File: src/rtl/regfile_write_arbiter_if.sv
// rtl/regfile_write_arbiter_if.sv - requester/bank bus shared by the write-port arbiter
interface regfile_write_arbiter_if #(
  parameter int NREQ = 4,
  parameter int n    = 32,
  parameter int NREG = 32
);
  localparam int AW = $clog2(NREG);

  logic [NREQ-1:0]    req;
  logic [NREQ*AW-1:0] req_addr;
  logic [NREQ*n-1:0]  req_data;
  logic [NREQ-1:0]    ack;
  logic               wr_en;
  logic [AW-1:0]      wr_addr;
  logic [n-1:0]       wr_data;
  logic [NREG-1:0]    wr_sel;
  logic               busy;

  // Requester side drives the requests and watches the issued write.
  modport master (
    output req, req_addr, req_data,
    input  ack, wr_en, wr_addr, wr_data, wr_sel, busy
  );

  // Arbiter side owns the write port and the acks.
  modport slave (
    input  req, req_addr, req_data,
    output ack, wr_en, wr_addr, wr_data, wr_sel, busy
  );
endinterface

File: src/rtl/regfile_write_arbiter.sv
// rtl/regfile_write_arbiter.sv - round-robin arbiter for the register bank write port
module regfile_write_arbiter #(
  parameter int NREQ = 4,
  parameter int n    = 32,
  parameter int NREG = 32
) (
  input  logic                    clk,
  input  logic                    reset,
  regfile_write_arbiter_if.slave  bus
);
  localparam int AW = $clog2(NREG);
  localparam int PW = (NREQ > 1) ? $clog2(NREQ) : 1;

  logic [PW-1:0]   ptr;
  logic [NREQ-1:0] elig;
  logic [PW-1:0]   cand;
  logic            found;
  logic [PW-1:0]   win;
  logic [PW-1:0]   ptr_next;
  logic [AW-1:0]   win_addr;
  logic [n-1:0]    win_data;
  logic [NREG-1:0] win_sel;

  // Pick the first eligible requester starting at ptr; the current ack holder
  // is masked because its req is still high during its ack cycle.
  always_comb begin
    elig     = bus.req & ~bus.ack;
    cand     = '0;
    found    = 1'b0;
    win      = '0;
    win_addr = '0;
    win_data = '0;
    for (int i = 0; i < NREQ; i++) begin
      cand = PW'((int'(ptr) + i) % NREQ);
      if (!found && elig[cand]) begin
        found = 1'b1;
        win   = cand;
      end
    end
    for (int i = 0; i < NREQ; i++) begin
      if (win == PW'(i)) begin
        win_addr = bus.req_addr[i*AW +: AW];
        win_data = bus.req_data[i*n +: n];
      end
    end
    win_sel  = (win_addr != '0) ? (NREG'(1) << win_addr) : '0;
    ptr_next = (win == PW'(NREQ - 1)) ? '0 : win + 1'b1;
  end

  // Register the grant and the write; address/data hold while idle.
  always_ff @(posedge clk or negedge reset) begin
    if (!reset) begin
      ptr         <= '0;
      bus.ack     <= '0;
      bus.wr_en   <= 1'b0;
      bus.wr_addr <= '0;
      bus.wr_data <= '0;
      bus.wr_sel  <= '0;
      bus.busy    <= 1'b0;
    end else if (found) begin
      ptr         <= ptr_next;
      bus.ack     <= NREQ'(1) << win;
      bus.wr_en   <= 1'b1;
      bus.wr_addr <= win_addr;
      bus.wr_data <= win_data;
      bus.wr_sel  <= win_sel;
      bus.busy    <= 1'b1;
    end else begin
      bus.ack     <= '0;
      bus.wr_en   <= 1'b0;
      bus.wr_sel  <= '0;
      bus.busy    <= 1'b0;
    end
  end
endmodule

File: src/flat_wrapper.sv
// flat-port wrapper written by rule: the top's interface ports become plain ports
module regfile_write_arbiter_flat 
#(
  parameter int NREQ = 4,
  parameter int n    = 32,
  parameter int NREG = 32
)
  (clk, reset, bus_req, bus_req_addr, bus_req_data, bus_ack, bus_wr_en, bus_wr_addr, bus_wr_data, bus_wr_sel, bus_busy);
  regfile_write_arbiter_if #(.NREQ(NREQ), .n(n), .NREG(NREG)) bus_i ();
  input  logic clk;
  input  logic reset;
  input wire logic [$bits(bus_i.req)-1:0] bus_req;
  input wire logic [$bits(bus_i.req_addr)-1:0] bus_req_addr;
  input wire logic [$bits(bus_i.req_data)-1:0] bus_req_data;
  output wire logic [$bits(bus_i.ack)-1:0] bus_ack;
  output wire logic [$bits(bus_i.wr_en)-1:0] bus_wr_en;
  output wire logic [$bits(bus_i.wr_addr)-1:0] bus_wr_addr;
  output wire logic [$bits(bus_i.wr_data)-1:0] bus_wr_data;
  output wire logic [$bits(bus_i.wr_sel)-1:0] bus_wr_sel;
  output wire logic [$bits(bus_i.busy)-1:0] bus_busy;
  assign bus_i.req = bus_req;
  assign bus_i.req_addr = bus_req_addr;
  assign bus_i.req_data = bus_req_data;
  assign bus_ack = bus_i.ack;
  assign bus_wr_en = bus_i.wr_en;
  assign bus_wr_addr = bus_i.wr_addr;
  assign bus_wr_data = bus_i.wr_data;
  assign bus_wr_sel = bus_i.wr_sel;
  assign bus_busy = bus_i.busy;
  regfile_write_arbiter #(.NREQ(NREQ), .n(n), .NREG(NREG)) u_core (.clk(clk), .reset(reset), .bus(bus_i));
endmodule
File: config.mk
export PLATFORM = sky130hd
export DESIGN_NAME = regfile_write_arbiter_flat
export DESIGN_NICKNAME = d
export VERILOG_FILES = /design/src/rtl/regfile_write_arbiter_if.sv /design/src/rtl/regfile_write_arbiter.sv /design/src/flat_wrapper.sv
export SDC_FILE = /design/constraint.sdc
export NUM_CORES = 1
export LEC_CHECK = 0
export ABC_AREA = 1
export ABC_CLOCK_PERIOD_IN_PS = 2720
export BUFFER_PORTS_ARGS = -buffer_cell sky130_fd_sc_hd__buf_2
export CORE_MARGIN = 4
export CORE_UTILIZATION = 42
export DETAILED_ROUTE_END_ITERATION = 12
export PLACE_DENSITY = 0.76
export RECOVER_POWER = 100
export SLEW_MARGIN = 20
export SYNTH_ARGS = -nofsm -noshare
export SYNTH_HDL_FRONTEND = slang
export SYNTH_SLANG_ARGS = --single-unit
File: constraint.sdc
create_clock -name clk -period 2.72 [get_ports clk]
set_clock_uncertainty 0.1 [all_clocks]
set_input_delay 0.544 -clock clk [delete_from_list [all_inputs] [get_ports clk]]
set_output_delay 0.544 -clock clk [all_outputs]
set_load 0.01 [all_outputs]
Word level (Yosys, flattened, before mapping)
Index checks and enable logic that the tools add are counted.
{ "totals": {"ff_bits": 76, "wordCells": 58} }
{ "op_classes": {"n_bitwise": 2, "n_eq_ne": 3, "reduce_logical": 8, "n_lt_le_gt_ge": 4, "addsub": 4, "shifts": 2, "n_mux": 29} }
{ "op_table": {"columns": ["operator", "count"], "rows": [
  ["32-bit two-way mux", 6],
  ["1-bit by 5-bit left shift with 32-bit output, first input constant", 1],
  ["5-bit two-way mux", 4],
  ["2-bit by 3-bit less-than comparator with 1-bit output, second input constant", 4],
  ["2-bit two-way mux", 5],
  ["1-bit two-way mux", 9],
  ["1-bit binary-select mux with 2-bit select", 4],
  ["5-bit nonzero test", 1],
  ["2-bit by 1-bit adder with 2-bit output, second input constant", 2],
  ["2-bit adder, second input constant", 2],
  ["4-bit AND", 1],
  ["2-bit == test, second input constant", 2],
  ["4-bit two-way mux", 1],
  ["4-bit inverter", 1],
  ["1-bit by 2-bit left shift with 4-bit output, first input constant", 1],
  ["1-bit logical AND", 3],
  ["1-bit logical NOT", 3],
  ["2-bit by 1-bit == test with 1-bit output, second input constant", 1],
  ["2-bit logical NOT", 1]
]} }

Longest topological paths before layout
{ "logic_depth": {"depth_word": 22, "depth_mapped": 21, "mapped_depth_nobuf": 20} }

Least setup slack after synthesis
No wires, ideal clock.
{ "synth_timing": {"path_kind": "input -> register", "from": "input bus_req[1]", "to": "register u_core.bus.wr_sel[14]", "setup_time_ps": 118, "cell_stages": 15, "arrival_time_ps": 2393, "required_time_ps": 2502, "slack_ps": 109, "path_cell_list": "nand3_1 nand3_1 nand2_2 nand4_4 buf_2 nand2_1 nor2_1 ha_1 buf_2 inv_1 or2_2 nand2_2 inv_2 nand3_1 nor2_1"} }
{ "synth_via": {"elab_chain_len": 21} }
{ "synth_rtl": {"columns": ["item", "line_no", "rtl"], "rows": [
  ["start, declared", "flat_wrapper.sv:12", "input wire logic [$bits(bus_i.req)-1:0] bus_req;"],
  ["4-bit AND (*)", "regfile_write_arbiter.sv:27", "elig = bus.req & ~bus.ack;"],
  ["1-bit binary-select mux with 2-bit select", "regfile_write_arbiter.sv:35", "if (!found && elig[cand]) begin"],
  ["1-bit two-way mux (implied by the code)", "regfile_write_arbiter.sv:35", null],
  ["1-bit two-way mux", "regfile_write_arbiter.sv:35", null],
  ["1-bit logical NOT", "regfile_write_arbiter.sv:35", null],
  ["1-bit logical AND", "regfile_write_arbiter.sv:35", null],
  ["1-bit two-way mux", "regfile_write_arbiter.sv:35", null],
  ["1-bit logical NOT", "regfile_write_arbiter.sv:35", null],
  ["[... 2 more ...]", null, null],
  ["1-bit logical NOT", "regfile_write_arbiter.sv:35", null],
  ["1-bit logical AND", "regfile_write_arbiter.sv:35", null],
  ["2-bit two-way mux", "regfile_write_arbiter.sv:35", null],
  ["2-bit logical NOT", "regfile_write_arbiter.sv:41", "if (win == PW'(i)) begin"],
  ["5-bit two-way mux (4 in a row)", "regfile_write_arbiter.sv:41", null],
  ["5-bit nonzero test or 1-bit by 5-bit left shift with 32-bit output (tied branches)", "regfile_write_arbiter.sv:46", "win_sel = (win_addr != '0) ? (NREG'(1) << win_addr) : '0;"],
  ["32-bit two-way mux", "regfile_write_arbiter.sv:46", null],
  ["32-bit two-way mux (*)", "regfile_write_arbiter.sv:60", "end else if (found) begin"],
  ["end signal, assigned", "regfile_write_arbiter.sv:66", "bus.wr_sel <= win_sel;"],
  ["end, declared", "regfile_write_arbiter_if.sv:28", "output ack, wr_en, wr_addr, wr_data, wr_sel, busy"]
]} }
Every way passes the cells marked *; elsewhere a longest branch is shown, timed or not. The select of a mux whose other input is x is not followed.
A chain may end at the register's enable or synchronous reset.

Worst setup path in the final report
{ "layout_timing": {"from": "register u_core.ptr[0]", "to": "register u_core.bus.wr_sel[31]"} }
{ "layout_via": {"elab_chain_len": 20} }
{ "layout_rtl": {"columns": ["item", "line_no", "rtl"], "rows": [
  ["start, declared", "regfile_write_arbiter.sv:14", "logic [PW-1:0] ptr;"],
  ["start signal, assigned", "regfile_write_arbiter.sv:61", "ptr <= ptr_next;"],
  ["branches (longest 19 deep; another with 2-bit by 1-bit adder with 2-bit output)", null, null],
  ["32-bit two-way mux (*)", "regfile_write_arbiter.sv:60", null]
]} }
Every way passes the cells marked *. The select of a mux whose other input is x is not followed.

==> flow_summary.toml <==
[run_status]
status = "finished, violations left"
violations = "setup timing"

[worst_setup_path]
rr_endpoint = "u_core.bus.wr_sel[31]"
r2r_cells = 19
arrival_ns = 2.89
cp-end-kind = "register"
startpoint_type = "register"
critPathKind = "reg -> reg"
worstPathRequired_ns = 2.88
crit_fanout = 7
cp-startpoint = "u_core.ptr[0]"
r2r_start = "u_core.ptr[0]"
reg2reg_setup_slack_ns = -0.01

[drt]
detail_route.first_pass.iterations = 5
postRouteAntennaNets = 0
routed_wl_mm = 15.1
drcViolationCount = 0
first_iter_violations = 224
via_count = 4991
viasPerCell = 5.00
wire_per_inst_um = 15.1

[floorplanning]
num_rows = 37
initial_core_util_pct = 42.9
core-area_um2 = 10300
die_area_um2 = 12200
dieHeight_um = 110
io_pins = 229
die_w_um = 110

[final_layout]
final_util_pct = 63.9
num-nets-final = 1015
drive_gt1_share_pct = 46.6
final.fill_count = 935
area_growth_pct = 49.0

[grt]
track_usage_pct = 22.7
grt_max_degree = 76
grt-ovfl-total = 0
grt_first_pass_wirelength_mm = 22.9
grt_pass1_vias = 4867
antenna_found_initial = 1

[clock_network]
clkTransAtPathRegs_ns = 0.08
root_buffer = "clkbuf_8"
numCtsBuffers = 9
clk_latency_ns = 0.34
cts.path.max_buffers = 2
cts_tree = "built"
htree_levels = 3
clkSinkCount = 76

[placed_design]
hpwl_mm = 10.8
portBuffers = 228
gp_congestion = 0.864

[logic_synthesis]
synth_area_um2 = 4410
synthArstFlopShare_pct = 100
synth_common_cells = "224 x nand2_1, 76 x dfrtp_1, 67 x o21ai_0"
synth_edf_count = 0
synth_cell_types = 28
postSynthAreaPerCell_um2 = 7.26
synth_nets = 765
post-synth-top-count-cell = "nand2_1"
synth_cells = 607
synth_area_leader_cell = "dfrtp_1"
synth-seq-cells = 76
synth_ff_type = "dfrtp_1"
yosysSeqAreaShare_pct = 43.2
synth_top_area_share_pct = 43.2
synth_area_leaders = "dfrtp_1 43%, nand2_1 19%, o21ai_0 7.6%"
ys_warn_count = 0

[timing]
drv_slew = 0
worstMarginPinSlew_ns = 1.00
fmax_ghz = 0.366
maxSlewHeadroom_pct = 33.2
fin_ws_ns = -0.0101
rsz0062_at_grt = "true"
hold_ws_ns = 0.402
post-route-period-util_pct = 100
setup_viol = 1
post-route-min-period_ns = 2.73
hold_violations = 0

[worst_hold_path]
hold_depth = 2
hold_path_end = "u_core.bus.wr_data[2]"
min_path_type = "reg -> reg"
min-delay-start = "u_core.bus.wr_data[2]"

[job]
drv_cap = 0
-- state kept, by name, summed over array words and instances (netlist names) --
signal,cells
u_core.bus.wr_addr,5
u_core.bus.wr_sel,32
u_core.ptr,2
u_core.bus.wr_data,32
u_core.bus.wr_en,1
u_core.bus.ack,4
-- through the flow --
stage                     std cells  setup TNS, ns  worst slack, ns  area [um^2]
after global placement          970          -4.33           -0.147         5850
after detailed placement        970          -6.38           -0.214         5850
after floorplan                 607              0            0.109         4410
after CTS                       990              0        0.0000799         6220
final                           999        -0.0101          -0.0101         6570
after global routing            999          -3.68           -0.147         6570
-- cell type report --
type	count	area (um^2)	area share, %
multi-input cells	474	2560	39.1
flip-flops and latches	76	1900	29.0
repair buffers	277	1620	24.7
well taps	136	170	2.59
clock buffers	9	124	1.89
clock inverters	7	96.3	1.47
inverters	19	86.3	1.31
diodes	1	2.50	0.0381
-- critical path, cell delays in order, from the launching register on --
cell      delay [ns]
dfrtp_2         0.47
clkinv_4        0.14
nand2_2         0.06
nand2_2         0.08
nand3_2         0.08
nand2_4         0.10
buf_4           0.12
nand4_4         0.10
nand2_2         0.12
nor2_4          0.04
buf_4           0.13
ha_4            0.17
buf_4           0.15
nor2_2          0.13
nand2_2         0.09
nand2_4         0.14
nand2_4         0.10
nor2_4          0.13
nand2_2         0.08
nor2_1          0.12
-- layout by cell type, fill, tap and decap left out, types with 26 or more instances in the layout --
cell type	count
nand2_1	198
nand3_1	39
dfrtp_1	74
buf_2	227
o21ai_0	45
a21oi_1	38
nand2_2	26
buf_4	32
nor2_1	29
-- cell families (layout without fill, tap and decap cells) --
family / count (synthesis) / in the layout / share of synthesized area [%]
compound gates: 112 / 112 / 12.7
buf+inv: 59 / 312 / 7.21
fa+ha+maj: 4 / 4 / 1.14
other cells: 1 / 2 / 0.0851
flops: 76 / 76 / 43.2
simple gates: 355 / 357 / 35.7
-- layer usage --
| layer | share of wire (%) | global-route usage (%) |
|---|---|---|
| met1 | 38 | 27.2 |
| met2 | 51 | 39.9 |
| met3 | 7.4 | 4.99 |
| met4 | 2.9 | 8.21 |
| met5 | 0 | 0 |
-- what timing repair did --
item / CTS / global route
buffers inserted: 3 / 6
resized for setup: 32 / 101
endpoints found under the hold margin: 1 / 0
pin swaps: 10 / 45
hold buffers: 1 / 0
endpoints found under the setup margin: 65 / 68
cloned: 0 / 2
-- how the worst max path moves through the flow --
stage                                        to  slack [ns]  depth (start not counted)
after floorplan           u_core.bus.wr_sel[14]        0.11                         15
after global placement    u_core.bus.wr_sel[22]       -0.15                         19
after detailed placement  u_core.bus.wr_sel[12]       -0.21                         18
after CTS                 u_core.bus.wr_data[1]     0.00008                         19
after global routing       u_core.bus.wr_sel[7]       -0.15                         19
final                     u_core.bus.wr_sel[31]       -0.01                         19
Power is left out: the tool's default activity adds up to more than one toggle a clock period on the data nets, which glitch-free logic cannot reach.
